$ cat config.mk
export PLATFORM = sky130hd
export DESIGN_NAME = demux1way4_buf
export DESIGN_NICKNAME = d
export VERILOG_FILES = /design/src/rtl/demux1way4_buf.sv
export SDC_FILE = /design/constraint.sdc
export NUM_CORES = 1
export LEC_CHECK = 0
export CELL_PAD_IN_SITES_DETAIL_PLACEMENT = 2
export CELL_PAD_IN_SITES_GLOBAL_PLACEMENT = 2
export CORE_MARGIN = 2
export CORE_UTILIZATION = 31
export DETAILED_ROUTE_END_ITERATION = 6
export GPL_ROUTABILITY_DRIVEN = 0
export PLACE_DENSITY = 0.78
export SYNTH_ARGS = -nofsm -noshare
export SYNTH_HDL_FRONTEND = slang
export SYNTH_SLANG_ARGS = --single-unit
$ cat constraint.sdc
create_clock -name clk -period 7.16 [get_ports clk]
set_clock_uncertainty 0.15 [all_clocks]
set_input_delay 1.432 -clock clk [delete_from_list [all_inputs] [get_ports clk]]
set_output_delay 1.432 -clock clk [all_outputs]
set_load 0.01 [all_outputs]
$ cat src/rtl/demux1way4_buf.sv
// -----------------------------------------------------------------------------
// demux1way4_buf
//
// Buffered 1-to-4 demultiplexer. One WIDTH-bit word per accepted transfer is
// steered to one of four sink lanes selected by in_sel. Each lane owns a
// one-entry holding register with a valid/ready handshake. This lets
// independent consumers (regfile, PC, memory, HI/LO, ...) stall on their own
// without affecting the other lanes.
//
// Parameters
//   WIDTH      data word width in bits
//   CNT_W      width of the accepted-transfer counter (wraps silently)
//
// Ports
//   clk        rising-edge clock
//   reset      asynchronous, active-high reset
//   in_data    word to route
//   in_sel     destination lane 0..3
//   in_valid   in_data/in_sel valid this cycle
//   in_ready   selected lane can take a word this cycle (combinational)
//   out_data   lane i occupies bits [i*WIDTH +: WIDTH] (registered)
//   out_valid  lane i holds an undelivered word (registered)
//   out_ready  sink i accepts its word this cycle
//   xfer_cnt   number of accepted input transfers, modulo 2^CNT_W
// -----------------------------------------------------------------------------
module demux1way4_buf #(
    parameter int unsigned WIDTH = 32,
    parameter int unsigned CNT_W = 16
) (
    input  logic                 clk,
    input  logic                 reset,
    input  logic [WIDTH-1:0]     in_data,
    input  logic [1:0]           in_sel,
    input  logic                 in_valid,
    output logic                 in_ready,
    output logic [4*WIDTH-1:0]   out_data,
    output logic [3:0]           out_valid,
    input  logic [3:0]           out_ready,
    output logic [CNT_W-1:0]     xfer_cnt
);

    localparam int unsigned LANES = 4;

    typedef enum logic {
        EMPTY = 1'b0,
        FULL  = 1'b1
    } lane_state_t;

    lane_state_t        r_state [LANES];
    logic [WIDTH-1:0]   r_data  [LANES];
    logic [CNT_W-1:0]   r_cnt;

    logic               w_sel_full;
    logic               w_accept;
    logic [LANES-1:0]   w_load;
    logic [LANES-1:0]   w_drain;

    // A full lane can still take a word if its sink is draining this cycle;
    // that makes refill-while-draining bubble-free.
    always_comb begin
        w_sel_full = (r_state[in_sel] == FULL);
        in_ready   = ~w_sel_full | out_ready[in_sel];
        w_accept   = in_valid & in_ready;
    end

    always_comb begin
        w_load  = '0;
        w_drain = '0;
        for (int unsigned i = 0; i < LANES; i++) begin
            w_load[i]  = w_accept && (in_sel == 2'(i));
            w_drain[i] = (r_state[i] == FULL) && out_ready[i];
        end
    end

    // Per-lane EMPTY/FULL state machine. A load takes priority over a drain,
    // so a simultaneous drain+load stays FULL with the new word.
    // Data is never cleared on drain: stale words remain visible and sinks
    // must qualify them with out_valid.
    for (genvar g = 0; g < LANES; g++) begin : g_lane
        always_ff @(posedge clk or posedge reset) begin
            if (reset) begin
                r_state[g] <= EMPTY;
                r_data[g]  <= '0;
            end else begin
                case (r_state[g])
                    EMPTY: begin
                        if (w_load[g]) begin
                            r_state[g] <= FULL;
                            r_data[g]  <= in_data;
                        end
                    end
                    FULL: begin
                        if (w_load[g]) begin
                            r_data[g]  <= in_data;
                        end else if (w_drain[g]) begin
                            r_state[g] <= EMPTY;
                        end
                    end
                    default: begin
                        r_state[g] <= EMPTY;
                    end
                endcase
            end
        end
    end

    always_ff @(posedge clk or posedge reset) begin
        if (reset) begin
            r_cnt <= '0;
        end else if (w_accept) begin
            r_cnt <= r_cnt + 1'b1;
        end
    end

    always_comb begin
        out_data  = '0;
        out_valid = '0;
        for (int unsigned i = 0; i < LANES; i++) begin
            out_valid[i]               = (r_state[i] == FULL);
            out_data[i*WIDTH +: WIDTH] = r_data[i];
        end
    end

    assign xfer_cnt = r_cnt;

endmodule

==> report_table.html, run 1 <==
<table>
<tr><th>Metric</th><th>Value</th></tr>
<tr><th colspan="2">Finish</th></tr>
<tr><td># nets final</td><td>594</td></tr>
<tr><td>Most common cell after layout, fill and taps aside</td><td>sky130_fd_sc_hd__clkdlybuf4s50_1</td></tr>
<tr><td>Filler-free cell count of the finished design</td><td>793</td></tr>
<tr><td>Ratio of cells with drive above 1 in the final layout</td><td>31.03%</td></tr>
<tr><td>Leading cell types in the layout, fill and taps excluded</td><td>189 x sky130_fd_sc_hd__clkdlybuf4s50_1, 148 x sky130_fd_sc_hd__dfrtp_1, 128 x sky130_fd_sc_hd__mux2_2</td></tr>
<tr><td>Synth-to-layout area growth</td><td>47.54%</td></tr>
<tr><td>Antenna diode instance count</td><td>0</td></tr>
<tr><th colspan="2">Clocking</th></tr>
<tr><td>CTS clk-pin slew, worst paths</td><td>60 ps</td></tr>
<tr><td>Setup fix buffers added after clock tree synthesis</td><td>0</td></tr>
<tr><td>Clock latency of the later-clocked register in the worst-skew pair</td><td>410 ps</td></tr>
<tr><td>Clock root buffer master</td><td>sky130_fd_sc_hd__clkbuf_16</td></tr>
<tr><td>CTS buffer count</td><td>17</td></tr>
<tr><td>Clock tree from TritonCTS</td><td>yes</td></tr>
<tr><td># H-tree levels</td><td>4</td></tr>
<tr><td>Number of hold-repair buffers added at the cts stage</td><td>0</td></tr>
<tr><td>Clock sink total</td><td>148</td></tr>
<tr><td>Maximum buffer depth of the clock tree</td><td>2</td></tr>
<tr><td># resized after CTS</td><td>0</td></tr>
<tr><th colspan="2">STA</th></tr>
<tr><td>Number of setup violations in the final report</td><td>0</td></tr>
<tr><td>Worst slew pin tran</td><td>1060 ps</td></tr>
<tr><td>Final count of pins violating max slew</td><td>0</td></tr>
<tr><td>Final count of hold timing violations</td><td>0</td></tr>
<tr><td>Crit share post-route</td><td>70.06%</td></tr>
<tr><td>Unrepaired setup endpoints after global routing</td><td>no</td></tr>
<tr><td>Minimum clock period</td><td>5016 ps</td></tr>
<tr><td>Post-Route Setup TNS</td><td>0 ps</td></tr>
<tr><td>Tightest slew margin relative to the limit</td><td>29.11%</td></tr>
<tr><td>Max frequency</td><td>199.4 MHz</td></tr>
<tr><th colspan="2">Yosys</th></tr>
<tr><td>Post-synthesis net count</td><td>399</td></tr>
<tr><td>Main area contributors after synthesis</td><td>sky130_fd_sc_hd__dfrtp_1 65%, sky130_fd_sc_hd__mux2_2 25%, sky130_fd_sc_hd__xnor2_1 2.3%</td></tr>
<tr><td>Warning count from the yosys run</td><td>0</td></tr>
<tr><td>Combined area of all synthesized cells</td><td>5729 sq um</td></tr>
<tr><td>Number of distinct library cells after synthesis</td><td>23</td></tr>
<tr><td>Flop and latch count out of synthesis</td><td>148</td></tr>
<tr><td>Average footprint of a synthesized cell</td><td>16.05 sq um</td></tr>
<tr><td>Cell type contributing the most total cell area after synthesis</td><td>sky130_fd_sc_hd__dfrtp_1</td></tr>
<tr><td>Yosys top cell area share</td><td>64.64%</td></tr>
<tr><td>Post-synthesis cell count</td><td>357</td></tr>
<tr><td>Share of synthesized area occupied by flip-flops and latches</td><td>64.64%</td></tr>
<tr><th colspan="2">Placed design</th></tr>
<tr><td>IO buf count</td><td>189</td></tr>
<tr><td>Inst Count DP</td><td>762</td></tr>
<tr><td>HPWL after detailed placement</td><td>11130 microns</td></tr>
<tr><th colspan="2">Die</th></tr>
<tr><td>Core Rows</td><td>49</td></tr>
<tr><td>Chip height</td><td>139.9 microns</td></tr>
<tr><td>Starting Density</td><td>31.79%</td></tr>
<tr><td>Io pins</td><td>190</td></tr>
<tr><td>Die area</td><td>19580 sq um</td></tr>
<tr><td>Die width</td><td>139.9 microns</td></tr>
<tr><td>Core ar.</td><td>18020 sq um</td></tr>
<tr><th colspan="2">Worst setup path</th></tr>
<tr><td>Kind of start point of the critical path</td><td>input pin</td></tr>
<tr><td>Nature of the critical path endpoint</td><td>output port</td></tr>
<tr><td>Largest fanout of any net on the critical path</td><td>16</td></tr>
<tr><td>Start-to-end type of the worst setup path</td><td>input pin to output port</td></tr>
<tr><td>Startpoint of the most critical register-to-register path</td><td>out_valid[3]$_DFF_PP0_</td></tr>
<tr><td>Critical R2R Capture</td><td>out_data[113]$_DFFE_PP0P_</td></tr>
<tr><td>Logic depth of the worst register-to-register path</td><td>3</td></tr>
<tr><td>Slack of the worst reg-to-reg path</td><td>5000 ps</td></tr>
<tr><td>Worst endpoint required time</td><td>5580 ps</td></tr>
<tr><td>Data arrival at the endpoint of the critical path</td><td>3430 ps</td></tr>
<tr><th colspan="2">Routing</th></tr>
<tr><td>Via-to-Cell Ratio</td><td>4.763</td></tr>
<tr><td>DR vias</td><td>3777</td></tr>
<tr><td>Final Routed Wirelength</td><td>16430 microns</td></tr>
<tr><td>Residual antenna-violating net count after detailed routing</td><td>0</td></tr>
<tr><td>Wire per inst</td><td>20.72 microns</td></tr>
<tr><td>Number of search-and-repair iterations in the first detailed-routing pass</td><td>6</td></tr>
<tr><td>Violation count after the first detailed-routing iteration</td><td>108</td></tr>
<tr><td>Post-route DRC violation count</td><td>0</td></tr>
<tr><th colspan="2">Worst hold path</th></tr>
<tr><td>Hold endpoint</td><td>xfer_cnt[15]$_DFFE_PP0P_</td></tr>
<tr><td>Startpoint of the worst hold path</td><td>xfer_cnt[15]$_DFFE_PP0P_</td></tr>
<tr><td>Number of cells on the worst hold path</td><td>1</td></tr>
<tr><td>Path class of the lowest-slack min-delay path</td><td>flip-flop to flip-flop</td></tr>
<tr><th colspan="2">Run</th></tr>
<tr><td>Number of violations of the max-capacitance limit</td><td>0</td></tr>
<tr><th colspan="2">Global route</th></tr>
<tr><td>Number of global-route vias before repair</td><td>4469</td></tr>
<tr><td>Wire length of the first global-routing pass</td><td>26480 microns</td></tr>
<tr><td>Pin count of the biggest net entering global routing</td><td>90</td></tr>
<tr><td>Grt total ovfl</td><td>0</td></tr>
<tr><td>Overall fraction of global-route tracks in use</td><td>17.71%</td></tr>
<tr><td>Antenna violations before repair</td><td>0</td></tr>
<tr><th colspan="2">Power and ir drop</th></tr>
<tr><td>Post-layout power</td><td>2.741 mW</td></tr>
<tr><td>Max IR drop VDD</td><td>166.2 uV</td></tr>
<tr><td>Leakage</td><td>3.475 nW</td></tr>
<tr><td>Power density normalized to cell area</td><td>324.3 nW/um^2</td></tr>
<tr><th colspan="2">Run status</th></tr>
<tr><td>Result of the run</td><td>completed</td></tr>
</table>
## cell usage after synthesis
library cell,n
sky130_fd_sc_hd__xnor2_1,15
sky130_fd_sc_hd__and4_1,4
sky130_fd_sc_hd__and3_1,5
sky130_fd_sc_hd__nand4_1,6
sky130_fd_sc_hd__buf_1,1
sky130_fd_sc_hd__nor3b_2,1
sky130_fd_sc_hd__o21ai_0,2
sky130_fd_sc_hd__ha_1,1
sky130_fd_sc_hd__nand4_2,1
sky130_fd_sc_hd__mux2_1,1
sky130_fd_sc_hd__nand3_1,2
sky130_fd_sc_hd__inv_1,3
sky130_fd_sc_hd__dfrtp_1,148
sky130_fd_sc_hd__nand3_2,8
sky130_fd_sc_hd__nor3b_1,1
sky130_fd_sc_hd__mux4_2,1
sky130_fd_sc_hd__mux2_2,128
sky130_fd_sc_hd__nand2_1,5
sky130_fd_sc_hd__nor2_1,3
sky130_fd_sc_hd__and2_1,2
sky130_fd_sc_hd__buf_6,2
sky130_fd_sc_hd__buf_2,13
sky130_fd_sc_hd__nand2b_1,4
## routing by layer
layer	track usage, %	vias to the layer above	share of wire (%)
met5	0	-	0
met4	5.789	0	1.2
met3	5.436	12	5.5
met2	31.42	112	54
met1	20.41	2003	39
li1	-	1650	-
## cells by family (layout without fill, tap and decap cells)
group                      count (synthesis)  in the layout  share of synthesized area [%]
DFF                                      148            148                          64.64
xor gates and xnor gates                  15             15                          2.293
muxes                                    130            130                          25.75
adders and majority gates                  1              1                         0.2184
and+or+nand+nor                           42             42                          5.132
buffers and inverters                     19            226                          1.791
AOI/OAI and AO/OA                          2              2                         0.1747
## layout make-up
cell class,count,area [sq um]
repair buffers,192,1914
inverters,3,16.27
multi-input cells,190,1941
fillers,1736,9572
clock buffers,19,432.9
clock inverters,12,158.9
flip-flops and latches,148,3704
well taps,229,286.5
## worst max-delay path, stage by stage
cell and delay (ps):
sky130_fd_sc_hd__clkdlybuf4s50_1 660, sky130_fd_sc_hd__mux4_2 770, sky130_fd_sc_hd__clkdlybuf4s50_1 570
## metrics by stage
stage,hold slack [ps],area [sq um],setup WS (ps),utilization [%]
after floorplan,356.8,5729,1598,-
after global placement,311.4,7861,2187,43.61
after detailed placement,335.9,7861,2141,43.61
after CTS,344.2,8453,2139,46.90
after global routing,358.7,8453,2075,46.90
final,330.5,8453,2144,46.90
## state kept, by name (all words and copies together) (netlist names)
signal     flops
out_data     128
xfer_cnt      16
out_valid      4
## worst max path at each step
stage | end | start | slack, ps | cells past startpoint
floorplan | out_data[0]$_DFFE_PP0P_ | reset | 1600 | 1
global placement | in_ready | in_sel[0] | 2190 | 3
detailed placement | in_ready | in_sel[0] | 2140 | 3
CTS | in_ready | in_sel[0] | 2140 | 3
global route | in_ready | in_sel[0] | 2070 | 3
finish | in_ready | in_sel[0] | 2140 | 3
## where the power goes
group	switching (mW)	internal, mW
Clock	0.343	0.547
Sequential	0.111	1.01
Combinational	0.283	0.447
Total	0.738	2.00
Power figures use the tool's default switching activity.
==> run 2, diff against run 1 <==
CORE_UTILIZATION = 28   (was 31)
PLACE_DENSITY = 0.74   (was 0.78)
clock period = 4.1 ns   (was 7.16 ns; I/O delays follow)
==> report_table.html, run 2 (synthesis gave the netlist of run 1 again) <==
<table>
<tr><th>Metric</th><th>Value</th></tr>
<tr><th colspan="2">Worst setup path</th></tr>
<tr><td>Worst path buffer plus inverter count</td><td>2</td></tr>
<tr><td>Slowest cell delay on critical path</td><td>630 ps</td></tr>
<tr><td>CP max stage cell</td><td>sky130_fd_sc_hd__clkdlybuf4s50_1</td></tr>
<tr><td>Cell seen most often among critical-path stages</td><td>sky130_fd_sc_hd__clkdlybuf4s50_1</td></tr>
<tr><td>Data arrival at the endpoint of the critical path</td><td>2550 ps</td></tr>
<tr><td>Crit-path leading delay family</td><td>buffers and inverters</td></tr>
<tr><td>Series of cell instances along the critical path</td><td>clkdlybuf4s50_1 -&gt; mux4_2 -&gt; clkdlybuf4s50_1</td></tr>
<tr><td>Nature of the critical path endpoint</td><td>output port</td></tr>
<tr><td>Largest fanout of any net on the critical path</td><td>6</td></tr>
<tr><td>Kind of start point of the critical path</td><td>input pin</td></tr>
<tr><td>Worst endpoint required time</td><td>3130 ps</td></tr>
<tr><td>Start-to-end type of the worst setup path</td><td>input pin to output port</td></tr>
<tr><th colspan="2">STA</th></tr>
<tr><td>Final count of pins violating max slew</td><td>0</td></tr>
<tr><td>Final worst setup slack</td><td>582.0 ps</td></tr>
<tr><td>Final count of hold timing violations</td><td>0</td></tr>
<tr><td>Number of setup violations in the final report</td><td>0</td></tr>
<tr><td>Crit share post-route</td><td>85.80%</td></tr>
<tr><td>Tightest slew margin relative to the limit</td><td>47.28%</td></tr>
<tr><td>Minimum clock period</td><td>3518 ps</td></tr>
<tr><td>Unrepaired setup endpoints after global routing</td><td>no</td></tr>
<tr><td>Worst slew pin tran</td><td>790.9 ps</td></tr>
<tr><td>Post-Route Setup TNS</td><td>0 ps</td></tr>
<tr><td>Max frequency</td><td>284.3 MHz</td></tr>
<tr><th colspan="2">Routing</th></tr>
<tr><td>Final Routed Wirelength</td><td>16590 microns</td></tr>
<tr><td>Number of search-and-repair iterations in the first detailed-routing pass</td><td>4</td></tr>
<tr><td>Violation count after the first detailed-routing iteration</td><td>110</td></tr>
<tr><td>DR vias</td><td>3739</td></tr>
<tr><td>Post-route DRC violation count</td><td>0</td></tr>
<tr><td>Wire per inst</td><td>19.75 microns</td></tr>
<tr><td>Via-to-Cell Ratio</td><td>4.451</td></tr>
<tr><td>Residual antenna-violating net count after detailed routing</td><td>0</td></tr>
<tr><th colspan="2">Worst hold path</th></tr>
<tr><td>Path class of the lowest-slack min-delay path</td><td>flip-flop to flip-flop</td></tr>
<tr><th colspan="2">Clocking</th></tr>
<tr><td>Setup fix buffers added after clock tree synthesis</td><td>0</td></tr>
<tr><td>CTS buffer count</td><td>17</td></tr>
<tr><td>Clock sink total</td><td>148</td></tr>
<tr><td># H-tree levels</td><td>4</td></tr>
<tr><td># resized after CTS</td><td>0</td></tr>
<tr><td>Number of hold-repair buffers added at the cts stage</td><td>0</td></tr>
<tr><td>Clock latency of the later-clocked register in the worst-skew pair</td><td>420 ps</td></tr>
<tr><td>Clock root buffer master</td><td>sky130_fd_sc_hd__clkbuf_16</td></tr>
<tr><td>Maximum buffer depth of the clock tree</td><td>2</td></tr>
<tr><td>CTS clk-pin slew, worst paths</td><td>70 ps</td></tr>
<tr><td>Clock tree from TritonCTS</td><td>yes</td></tr>
<tr><th colspan="2">Finish</th></tr>
<tr><td>Synth-to-layout area growth</td><td>49.42%</td></tr>
<tr><td>Total area of multi-input combinational cells</td><td>1941 sq um</td></tr>
<tr><td>Antenna diode instance count</td><td>0</td></tr>
<tr><td>Flip-flop count of the largest register, all copies and words added</td><td>128</td></tr>
<tr><td>Sequential cell area</td><td>3704 sq um</td></tr>
<tr><td>Filler Cell Count</td><td>1982</td></tr>
<tr><td>Ratio of cells with drive above 1 in the final layout</td><td>32.11%</td></tr>
<tr><td>Most common cell after layout, fill and taps aside</td><td>sky130_fd_sc_hd__clkdlybuf4s50_1</td></tr>
<tr><td>Leading cell types in the layout, fill and taps excluded</td><td>189 x sky130_fd_sc_hd__clkdlybuf4s50_1, 148 x sky130_fd_sc_hd__dfrtp_1, 128 x sky130_fd_sc_hd__mux2_2</td></tr>
<tr><td># nets final</td><td>599</td></tr>
<tr><td>Final design utilization</td><td>42.44%</td></tr>
<tr><th colspan="2">Die</th></tr>
<tr><td>Die width</td><td>147.0 microns</td></tr>
<tr><td>Chip height</td><td>147.0 microns</td></tr>
<tr><td>Io pins</td><td>190</td></tr>
<tr><td>Starting Density</td><td>28.41%</td></tr>
<tr><td>Core ar.</td><td>20170 sq um</td></tr>
<tr><td>Core Rows</td><td>52</td></tr>
<tr><td>Die area</td><td>21620 sq um</td></tr>
<tr><th colspan="2">Run status</th></tr>
<tr><td>Result of the run</td><td>completed</td></tr>
<tr><th colspan="2">Power and ir drop</th></tr>
<tr><td>Max IR drop VDD</td><td>261.1 uV</td></tr>
<tr><td>Leakage</td><td>3.503 nW</td></tr>
<tr><td>Power density normalized to cell area</td><td>555.7 nW/um^2</td></tr>
<tr><th colspan="2">Placed design</th></tr>
<tr><td>IO buf count</td><td>189</td></tr>
<tr><td>Worst slack, placed</td><td>569.7 ps</td></tr>
<tr><td>HPWL after detailed placement</td><td>11530 microns</td></tr>
<tr><th colspan="2">Global route</th></tr>
<tr><td>Antenna violations before repair</td><td>0</td></tr>
<tr><td>Number of global-route vias before repair</td><td>4347</td></tr>
<tr><td>Wire length of the first global-routing pass</td><td>26210 microns</td></tr>
<tr><td>Pin count of the biggest net entering global routing</td><td>149</td></tr>
<tr><td>Grt total ovfl</td><td>0</td></tr>
<tr><td>Overall fraction of global-route tracks in use</td><td>15.97%</td></tr>
<tr><th colspan="2">Run</th></tr>
<tr><td>Number of violations of the max-capacitance limit</td><td>0</td></tr>
</table>
==> run 2: cell type report <==
cell class                 count  area share, %
sequential                   148          43.26
timing repair buffer         197          23.24
multi-input combinational    190          22.67
clock buffer                  19          5.291
tap                          270          3.946
clock inverter                13          1.418
inverter                       3         0.1754
==> run 2: layer usage <==
layer	track usage, %	routed length (microns)	vias up
met5	0	0	-
met4	4.327	167	0
met3	5.404	1034	13
met2	29.04	8943	111
met1	17.83	6449	1949
li1	-	-	1666
==> run 2: power by group <==
part	switching (mW)	internal [mW]
logic	0.495	0.786
clock network	0.641	0.874
registers	0.198	1.76
==> run 2: path summary, 6_finish.rpt <==
path                                              to  cells past startpoint  slack [ps]                startpoint
max in group asynchronous  out_data[121]$_DFFE_PP0P_                      3        2380                     reset
hold reg to reg             xfer_cnt[15]$_DFFE_PP0P_                      1         330  xfer_cnt[15]$_DFFE_PP0P_
setup / recovery                            in_ready                      3         580                 in_sel[0]
hold / removal              xfer_cnt[15]$_DFFE_PP0P_                      1         330  xfer_cnt[15]$_DFFE_PP0P_
setup reg to reg           out_data[100]$_DFFE_PP0P_                      4        2080    out_valid[3]$_DFF_PP0_
min in group asynchronous    out_data[6]$_DFFE_PP0P_                      3         850                     reset
==> run 2: per-stage QoR <==
step | hold slack [ps] | cells | total power, mW | area, sq um
5_1_grt | 366.2 | 840 | 5.009 | 8561
4_1_cts | 342.4 | 840 | 4.848 | 8561
3_3_place_gp | 311.1 | 808 | 3.224 | 7986
3_5_place_dp | 333.2 | 808 | 3.288 | 7986
6_report | 327.2 | 840 | 4.757 | 8561
2_1_floorplan | 356.8 | 357 | 2.448 | 5733
